[src/rtl/vn_pair_encoder_if.sv]
// Bit-stream valid/ready handshake into the pair encoder.
// The master offers in_bit/in_valid and the encoder returns in_ready.
interface vn_pair_encoder_if;
    logic in_bit;
    logic in_valid;
    logic in_ready;

    modport master (
        output in_bit,
        output in_valid,
        input  in_ready
    );

    modport slave (
        input  in_bit,
        input  in_valid,
        output in_ready
    );
endinterface

[src/rtl/vn_pair_encoder.sv]
// Von Neumann pair encoder: a FIFO feeds bits out as (b, ~b) pairs.
// When no data is sent, it emits equal filler pairs with alternating polarity.
module vn_pair_encoder #(
    parameter int DEPTH = 8,
    parameter int CNT_W = 16
) (
    input  logic                       clk,
    input  logic                       rstn,
    vn_pair_encoder_if.slave           bus,
    input  logic                       tx_en,
    input  logic                       cnt_clr,
    output logic                       out_bit,
    output logic                       out_phase,
    output logic                       out_data,
    output logic [$clog2(DEPTH+1)-1:0] level,
    output logic [CNT_W-1:0]           data_pairs,
    output logic [CNT_W-1:0]           fill_pairs
);
    localparam int AW = (DEPTH > 1) ? $clog2(DEPTH) : 1;
    localparam int LW = $clog2(DEPTH + 1);

    typedef enum logic {
        SECOND   = 1'b0,
        BOUNDARY = 1'b1
    } phase_t;

    phase_t          state;
    logic            mem [DEPTH];
    logic [AW-1:0]   wr_ptr;
    logic [AW-1:0]   rd_ptr;
    logic            second_bit;
    logic            fpol;
    logic            push;
    logic            pop;
    logic            head;

    assign bus.in_ready = (level != LW'(DEPTH));
    assign push         = bus.in_valid && bus.in_ready;
    assign pop          = (state == BOUNDARY) && tx_en && (level != '0);
    assign head         = mem[rd_ptr];
    assign out_phase    = (state == BOUNDARY);

    // FIFO storage; contents need no reset because level guards every read
    always_ff @(posedge clk) begin
        if (push) begin
            mem[wr_ptr] <= bus.in_bit;
        end
    end

    // FIFO pointers and occupancy; level moves by push minus pop
    always_ff @(posedge clk or negedge rstn) begin
        if (!rstn) begin
            wr_ptr <= '0;
            rd_ptr <= '0;
            level  <= '0;
        end else begin
            if (push) begin
                wr_ptr <= wr_ptr + AW'(1);
            end
            if (pop) begin
                rd_ptr <= rd_ptr + AW'(1);
            end
            level <= level + LW'(push) - LW'(pop);
        end
    end

    // Pair FSM: boundary edges start a data or filler pair, second edges finish it
    always_ff @(posedge clk or negedge rstn) begin
        if (!rstn) begin
            state      <= BOUNDARY;
            out_bit    <= 1'b0;
            out_data   <= 1'b0;
            second_bit <= 1'b0;
            fpol       <= 1'b0;
            data_pairs <= '0;
            fill_pairs <= '0;
        end else begin
            unique case (state)
                BOUNDARY: begin
                    state <= SECOND;
                    if (pop) begin
                        out_bit    <= head;
                        out_data   <= 1'b1;
                        second_bit <= ~head;
                        if (data_pairs != '1) begin
                            data_pairs <= data_pairs + CNT_W'(1);
                        end
                    end else begin
                        out_bit    <= fpol;
                        out_data   <= 1'b0;
                        second_bit <= fpol;
                        fpol       <= ~fpol;
                        if (fill_pairs != '1) begin
                            fill_pairs <= fill_pairs + CNT_W'(1);
                        end
                    end
                end
                SECOND: begin
                    state   <= BOUNDARY;
                    out_bit <= second_bit;
                end
                default: state <= BOUNDARY;
            endcase
            if (cnt_clr) begin
                data_pairs <= '0;
                fill_pairs <= '0;
            end
        end
    end
endmodule

[src/flat_wrapper.sv]
// flat-port wrapper written by rule: the top's interface ports become plain ports
module vn_pair_encoder_flat 
#(
    parameter int DEPTH = 8,
    parameter int CNT_W = 16
)
  (clk, rstn, tx_en, cnt_clr, out_bit, out_phase, out_data, level, data_pairs, fill_pairs, bus_in_bit, bus_in_valid, bus_in_ready);
  vn_pair_encoder_if bus_i ();
  input  logic clk;
  input  logic rstn;
  input  logic tx_en;
  input  logic cnt_clr;
  output logic out_bit;
  output logic out_phase;
  output logic out_data;
  output logic [$clog2(DEPTH+1)-1:0] level;
  output logic [CNT_W-1:0] data_pairs;
  output logic [CNT_W-1:0] fill_pairs;
  input wire logic [$bits(bus_i.in_bit)-1:0] bus_in_bit;
  input wire logic [$bits(bus_i.in_valid)-1:0] bus_in_valid;
  output wire logic [$bits(bus_i.in_ready)-1:0] bus_in_ready;
  assign bus_i.in_bit = bus_in_bit;
  assign bus_i.in_valid = bus_in_valid;
  assign bus_in_ready = bus_i.in_ready;
  vn_pair_encoder #(.DEPTH(DEPTH), .CNT_W(CNT_W)) u_core (.clk(clk), .rstn(rstn), .bus(bus_i), .tx_en(tx_en), .cnt_clr(cnt_clr), .out_bit(out_bit), .out_phase(out_phase), .out_data(out_data), .level(level), .data_pairs(data_pairs), .fill_pairs(fill_pairs));
endmodule
[config.mk]
export PLATFORM = sky130hd
export DESIGN_NAME = vn_pair_encoder_flat
export DESIGN_NICKNAME = d
export VERILOG_FILES = /design/src/rtl/vn_pair_encoder_if.sv /design/src/rtl/vn_pair_encoder.sv /design/src/flat_wrapper.sv
export SDC_FILE = /design/constraint.sdc
export NUM_CORES = 1
export LEC_CHECK = 0
export BUFFER_PORTS_ARGS = -buffer_cell sky130_fd_sc_hd__buf_4
export CAP_MARGIN = 20
export CORE_AREA = 3 3 68 83
export DETAILED_ROUTE_END_ITERATION = 10
export DIE_AREA = 0 0 71 86
export GPL_ROUTABILITY_DRIVEN = 0
export PLACE_DENSITY = 0.85
export SLEW_MARGIN = 10
export SYNTH_ARGS = -nofsm -noshare
export SYNTH_HDL_FRONTEND = slang
export SYNTH_SLANG_ARGS = --single-unit
[constraint.sdc]
create_clock -name clk -period 5.1 [get_ports clk]
set_input_delay 1.02 -clock clk [delete_from_list [all_inputs] [get_ports clk]]
set_output_delay 1.02 -clock clk [all_outputs]
set_load 0.005 [all_outputs]
==> run summary <==
The number of library cell types mapped by synthesis is 49. The insertion delay of the later-clocked pin in the worst-skew pair came out at 320 ps. The number of placed I/O pins came out at between 40 and 50. IR analysis of the VDD net gives a maximum drop of 310.7 uV.

Adding up every negative setup slack in the final design gives 0 ps. The total core area is 0.004905 mm^2. Of the post-synthesis cell area, the dominant cell type holds 0.3853. The tightest slew margin relative to the limit is 0.5486.

The global route total overflow is 0. The maximum clock skew at final layout came out at 14.95 ps. The critical path contains buffers and inverters numbering 4 combined. TritonCTS built the clock tree.

The via count of the first global-routing pass is 2,448. The run finished with clean final reports. The number of max-slew violations in the final report came to 0. The number of clock buffers inserted by TritonCTS is 5. The number of vias per cell after detailed routing is between 6 and 7. The critical path is of the flip-flop to flip-flop type. The total detailed-routing wirelength is 6.305 mm.

The post-CTS resize count came out at 0. The via count is 2,474. The worst endpoint data arrival time came out at 3070 ps. The endpoint type of the worst setup path is a flip-flop. The die boundary height came out at 86 um. The initial antenna violation count came out at 0.

The share of the clock period used by the worst path after layout came out at 0.5622. Compared with the post-synthesis result, the final layout area differs by 16.00%. By area the synthesized netlist is led by sky130_fd_sc_hd__dfrtp_1, sky130_fd_sc_hd__edfxtp_1, sky130_fd_sc_hd__mux2_2, sky130_fd_sc_hd__ha_1, sky130_fd_sc_hd__nor2_1.

The number of cells produced by synthesis is 297. Hold repair after CTS inserted 0 buffers. The number of setup buffers added after CTS came out at 0. The dominant combinational cell family by area after synthesis is simple AND/OR/NAND/NOR gates. Of the synthesized area, sequential elements account for 0.4745. The DRC violations left is 0. The max-capacitance violation count came out at 0. The antenna diode count is 0. In the synthesized netlist the dominant register cell turns out to be sky130_fd_sc_hd__dfrtp_1. The initial cell density of the core came out at 0.6092.

The fraction of the mapped netlist area in compound gates came out at 0.1219. Data on the critical path is required at its endpoint by 5300 ps. The setup violation total in the final timing report came out at 0.

Across every metal layer, demand over resource in global routing totals 0.2234. The detail route stage leaves a number of antenna-violating nets equal to 0. The worst hold path endpoint is u_core.second_bit.

Of the total synthesized cell area, the portion taken by XOR and XNOR cells is 0.02052. The startpoint of the most critical register-to-register path is u_core.level[2]. The final count of hold timing violations came out at 0. The clock transition time at the flip-flop clock pins of the worst setup and hold paths is 100 ps. The number of warnings reported in the yosys synthesis log is 0.

The number of rows in the core area came out at 28. In this run, synthesis inferred 8 flip-flops with an integrated enable. The worst hold-check slack is 509.0 ps.

The cell family contributing the most delay on the critical path is adder cells. Setup repair after global routing left no endpoint under its margin. The stage delay of the slowest cell on the critical path came out at 520 ps.

The total power density per cell area is 333.6 mW/mm^2. The number of cells on the worst reg-to-reg path is 11. The maximum operating frequency is 0.3488 GHz. Along the worst path, the maximum fanout reaches 9.

The largest individual stage delay along the critical path comes from the cell sky130_fd_sc_hd__or3b_2. The global-route wire length before repair came out at between 10 and 15 mm. The final routed wire length divided by cell count came out at around 16 um. The transition time at the pin with the least slew margin came out at 670.0 ps. The share of layout cells above drive strength 1 is 0.2193. The setup check on the worst reg-to-reg path leaves a slack of 2230 ps. The number of levels in the clock H-tree came out at 2. The number of I/O port buffers is 45. The min-delay analysis places its worst path in the category flip-flop to flip-flop. The share of synthesized area spent on multiplexers came out at 0.06616. The number of optimization iterations in the first detailed-route pass came out at 4.

The depth of the worst hold-timing path came out at 1. The width of the die is 71 um. The die covers between 0.006 and 0.007 mm^2.

Entering global routing, the biggest net connects 48 pins. The clock tree root buffer cell is sky130_fd_sc_hd__clkbuf_8. The post-synthesis simple-gate area fraction is 0.2332. In this run the cell area of the synthesized design comes to 0.002988 mm^2.

The worst register-to-register path ends at u_core.level[2]. The worst setup path is launched from a flip-flop. The startpoint identified for the worst hold timing path is u_core.second_bit. The post-synthesis async set-or-reset flop share is 0.8545. Detailed placement ended at an HPWL of 4.580 mm. The leakage power of the design came out at 1.497 nW. The total chip power came out at 1.156 mW. The buffer levels on the longest clock path is 2. The sink count of the clock tree is 55. The initial detailed-routing violation count is 152. Summed over all instances, the cell type with the most area after synthesis is sky130_fd_sc_hd__dfrtp_1. The time the worst path needs with I/O delays and setup came out at around 2900 ps. The critical path goes through inv_1 -> ha_1 -> or3b_2 -> nand3_1 -> inv_1 -> ha_1 -> inv_1 -> ha_1 -> inv_1 -> fa_1 -> xnor2_1. Counting stages on the worst path, the most repeated cell is sky130_fd_sc_hd__inv_1. The synthesized area per cell is 10.06 um^2.

Counting flops and latches in the post-synthesis netlist gives 55. Synthesis produced a netlist with a net count of approximately 310. Of the total synthesized cell area, the portion taken by full adders, half adders and majority gates is 0.04858.

The count of nets after finishing is roughly 360. The number of gates on the worst path with buffers counted is 11.
-- cells by family after synthesis --
kind of cell | Yosys count
simple gates | 126
flops | 55
buf+inv | 26
mux | 17
compound gates | 55
xor+xnor | 7
fa+ha+maj | 11
-- layer usage --
metal	vias up	GRT usage	part of all wire
met4	0	0.04615	0.0060
met3	4	0.03517	0.054
met5	-	0	0
met1	1213	0.2880	0.42
li1	1190	-	-
met2	67	0.3975	0.52
-- per-stage QoR --
stage                     setup slack (ps)  instances    util  cell area (um^2)
after floorplan                       2459        297       -              2988
after global placement                2370        393  0.6865              3367
after detailed placement              2271        393  0.6865              3367
after CTS                             2247        401  0.7056              3461
after global routing                  2098        402  0.7066              3466
final                                 2233        402  0.7066              3466
-- worst register-to-register path: stages, from the launching register on --
cell and delay, ps:
sky130_fd_sc_hd__dfrtp_1 390, sky130_fd_sc_hd__inv_1 110, sky130_fd_sc_hd__ha_1 170, sky130_fd_sc_hd__or3b_2 520
sky130_fd_sc_hd__nand3_1 300, sky130_fd_sc_hd__inv_1 180, sky130_fd_sc_hd__ha_1 300, sky130_fd_sc_hd__inv_1 50
sky130_fd_sc_hd__ha_1 150, sky130_fd_sc_hd__inv_1 60, sky130_fd_sc_hd__fa_1 380, sky130_fd_sc_hd__xnor2_1 140
-- cell usage in the layout (no fill, tap or decap), types with 7 or more instances in the layout --
master / netlist / final
sky130_fd_sc_hd__a21oi_1: 18 / 18
sky130_fd_sc_hd__buf_4: 0 / 47
sky130_fd_sc_hd__dfrtp_1: 46 / 46
sky130_fd_sc_hd__edfxtp_1: 8 / 8
sky130_fd_sc_hd__ha_1: 10 / 10
sky130_fd_sc_hd__inv_1: 14 / 14
sky130_fd_sc_hd__mux2_2: 12 / 12
sky130_fd_sc_hd__nand2_1: 18 / 18
sky130_fd_sc_hd__nand3_1: 9 / 9
sky130_fd_sc_hd__nand4_1: 11 / 11
sky130_fd_sc_hd__nor2_1: 28 / 28
sky130_fd_sc_hd__nor2b_1: 10 / 10
sky130_fd_sc_hd__nor4_1: 9 / 9
sky130_fd_sc_hd__o21ai_0: 9 / 9
sky130_fd_sc_hd__o31ai_1: 7 / 7
sky130_fd_sc_hd__or4_1: 7 / 7
-- flip-flops by register name, indices dropped and copies added (netlist names) --
register           cells
u_core.rd_ptr          3
u_core.wr_ptr          3
u_core.out_bit         1
u_core.fill_pairs     16
u_core.mem             8
u_core.level           4
u_core.data_pairs     16
u_core.out_data        1
u_core.out_phase       1
u_core.fpol            1
u_core.second_bit      1
-- power breakdown --
part           switching, mW  total [mW]  internal (mW)  leakage, nW
clock network          0.152       0.253          0.100       0.0452
logic                  0.152       0.317          0.164        0.759
registers             0.0714       0.587          0.516        0.693
-- synthesized netlist by cell type, types with 2 or more instances --
| master | count |
|---|---|
| sky130_fd_sc_hd__nor2b_1 | 10 |
| sky130_fd_sc_hd__or3_1 | 5 |
| sky130_fd_sc_hd__nor3b_1 | 2 |
| sky130_fd_sc_hd__xnor2_1 | 5 |
| sky130_fd_sc_hd__or3b_2 | 2 |
| sky130_fd_sc_hd__dfrtp_1 | 46 |
| sky130_fd_sc_hd__nor4b_1 | 3 |
| sky130_fd_sc_hd__o21ai_0 | 9 |
| sky130_fd_sc_hd__and3_1 | 3 |
| sky130_fd_sc_hd__nor3_1 | 5 |
| sky130_fd_sc_hd__ha_1 | 10 |
| sky130_fd_sc_hd__o41ai_1 | 2 |
| sky130_fd_sc_hd__clkbuf_1 | 10 |
| sky130_fd_sc_hd__nor2_1 | 28 |
| sky130_fd_sc_hd__inv_1 | 14 |
| sky130_fd_sc_hd__and4_1 | 4 |
| sky130_fd_sc_hd__edfxtp_1 | 8 |
| sky130_fd_sc_hd__a21o_1 | 2 |
| sky130_fd_sc_hd__o31ai_1 | 7 |
| sky130_fd_sc_hd__mux2i_1 | 4 |
| sky130_fd_sc_hd__xor2_1 | 2 |
| sky130_fd_sc_hd__nand4_1 | 11 |
| sky130_fd_sc_hd__a41oi_1 | 2 |
| sky130_fd_sc_hd__or4_1 | 7 |
| sky130_fd_sc_hd__nor4_1 | 9 |
| sky130_fd_sc_hd__a31oi_1 | 2 |
| sky130_fd_sc_hd__mux2_2 | 12 |
| sky130_fd_sc_hd__nand2_1 | 18 |
| sky130_fd_sc_hd__and2_1 | 3 |
| sky130_fd_sc_hd__nand3b_1 | 2 |
| sky130_fd_sc_hd__o311ai_0 | 3 |
| sky130_fd_sc_hd__nand3_1 | 9 |
| sky130_fd_sc_hd__a21boi_0 | 2 |
| sky130_fd_sc_hd__a21oi_1 | 18 |
| sky130_fd_sc_hd__nand2b_1 | 4 |
-- area by class of cell --
cell class                      count  area (um^2)
Clock buffer                        5        68.82
Clock inverter                      3        25.02
Fill cell                         399         1439
Inverter                           15        56.30
Multi-Input combinational cell    216         1465
Sequential cell                    55         1418
Tap cell                           60        75.07
Timing Repair Buffer               48        357.8
-- how the worst max path moves through the flow --
stage	slack, ps	startpoint	to
2_1_floorplan	2460	u_core.level[2]	u_core.level[2]
3_3_place_gp	2370	tx_en	u_core.level[2]
3_5_place_dp	2270	u_core.level[2]	u_core.level[2]
4_1_cts	2250	u_core.level[2]	u_core.level[2]
5_1_grt	2100	u_core.level[2]	u_core.level[2]
6_report	2230	u_core.level[2]	u_core.level[2]
No activity file was read; power rests on OpenSTA's default activity.
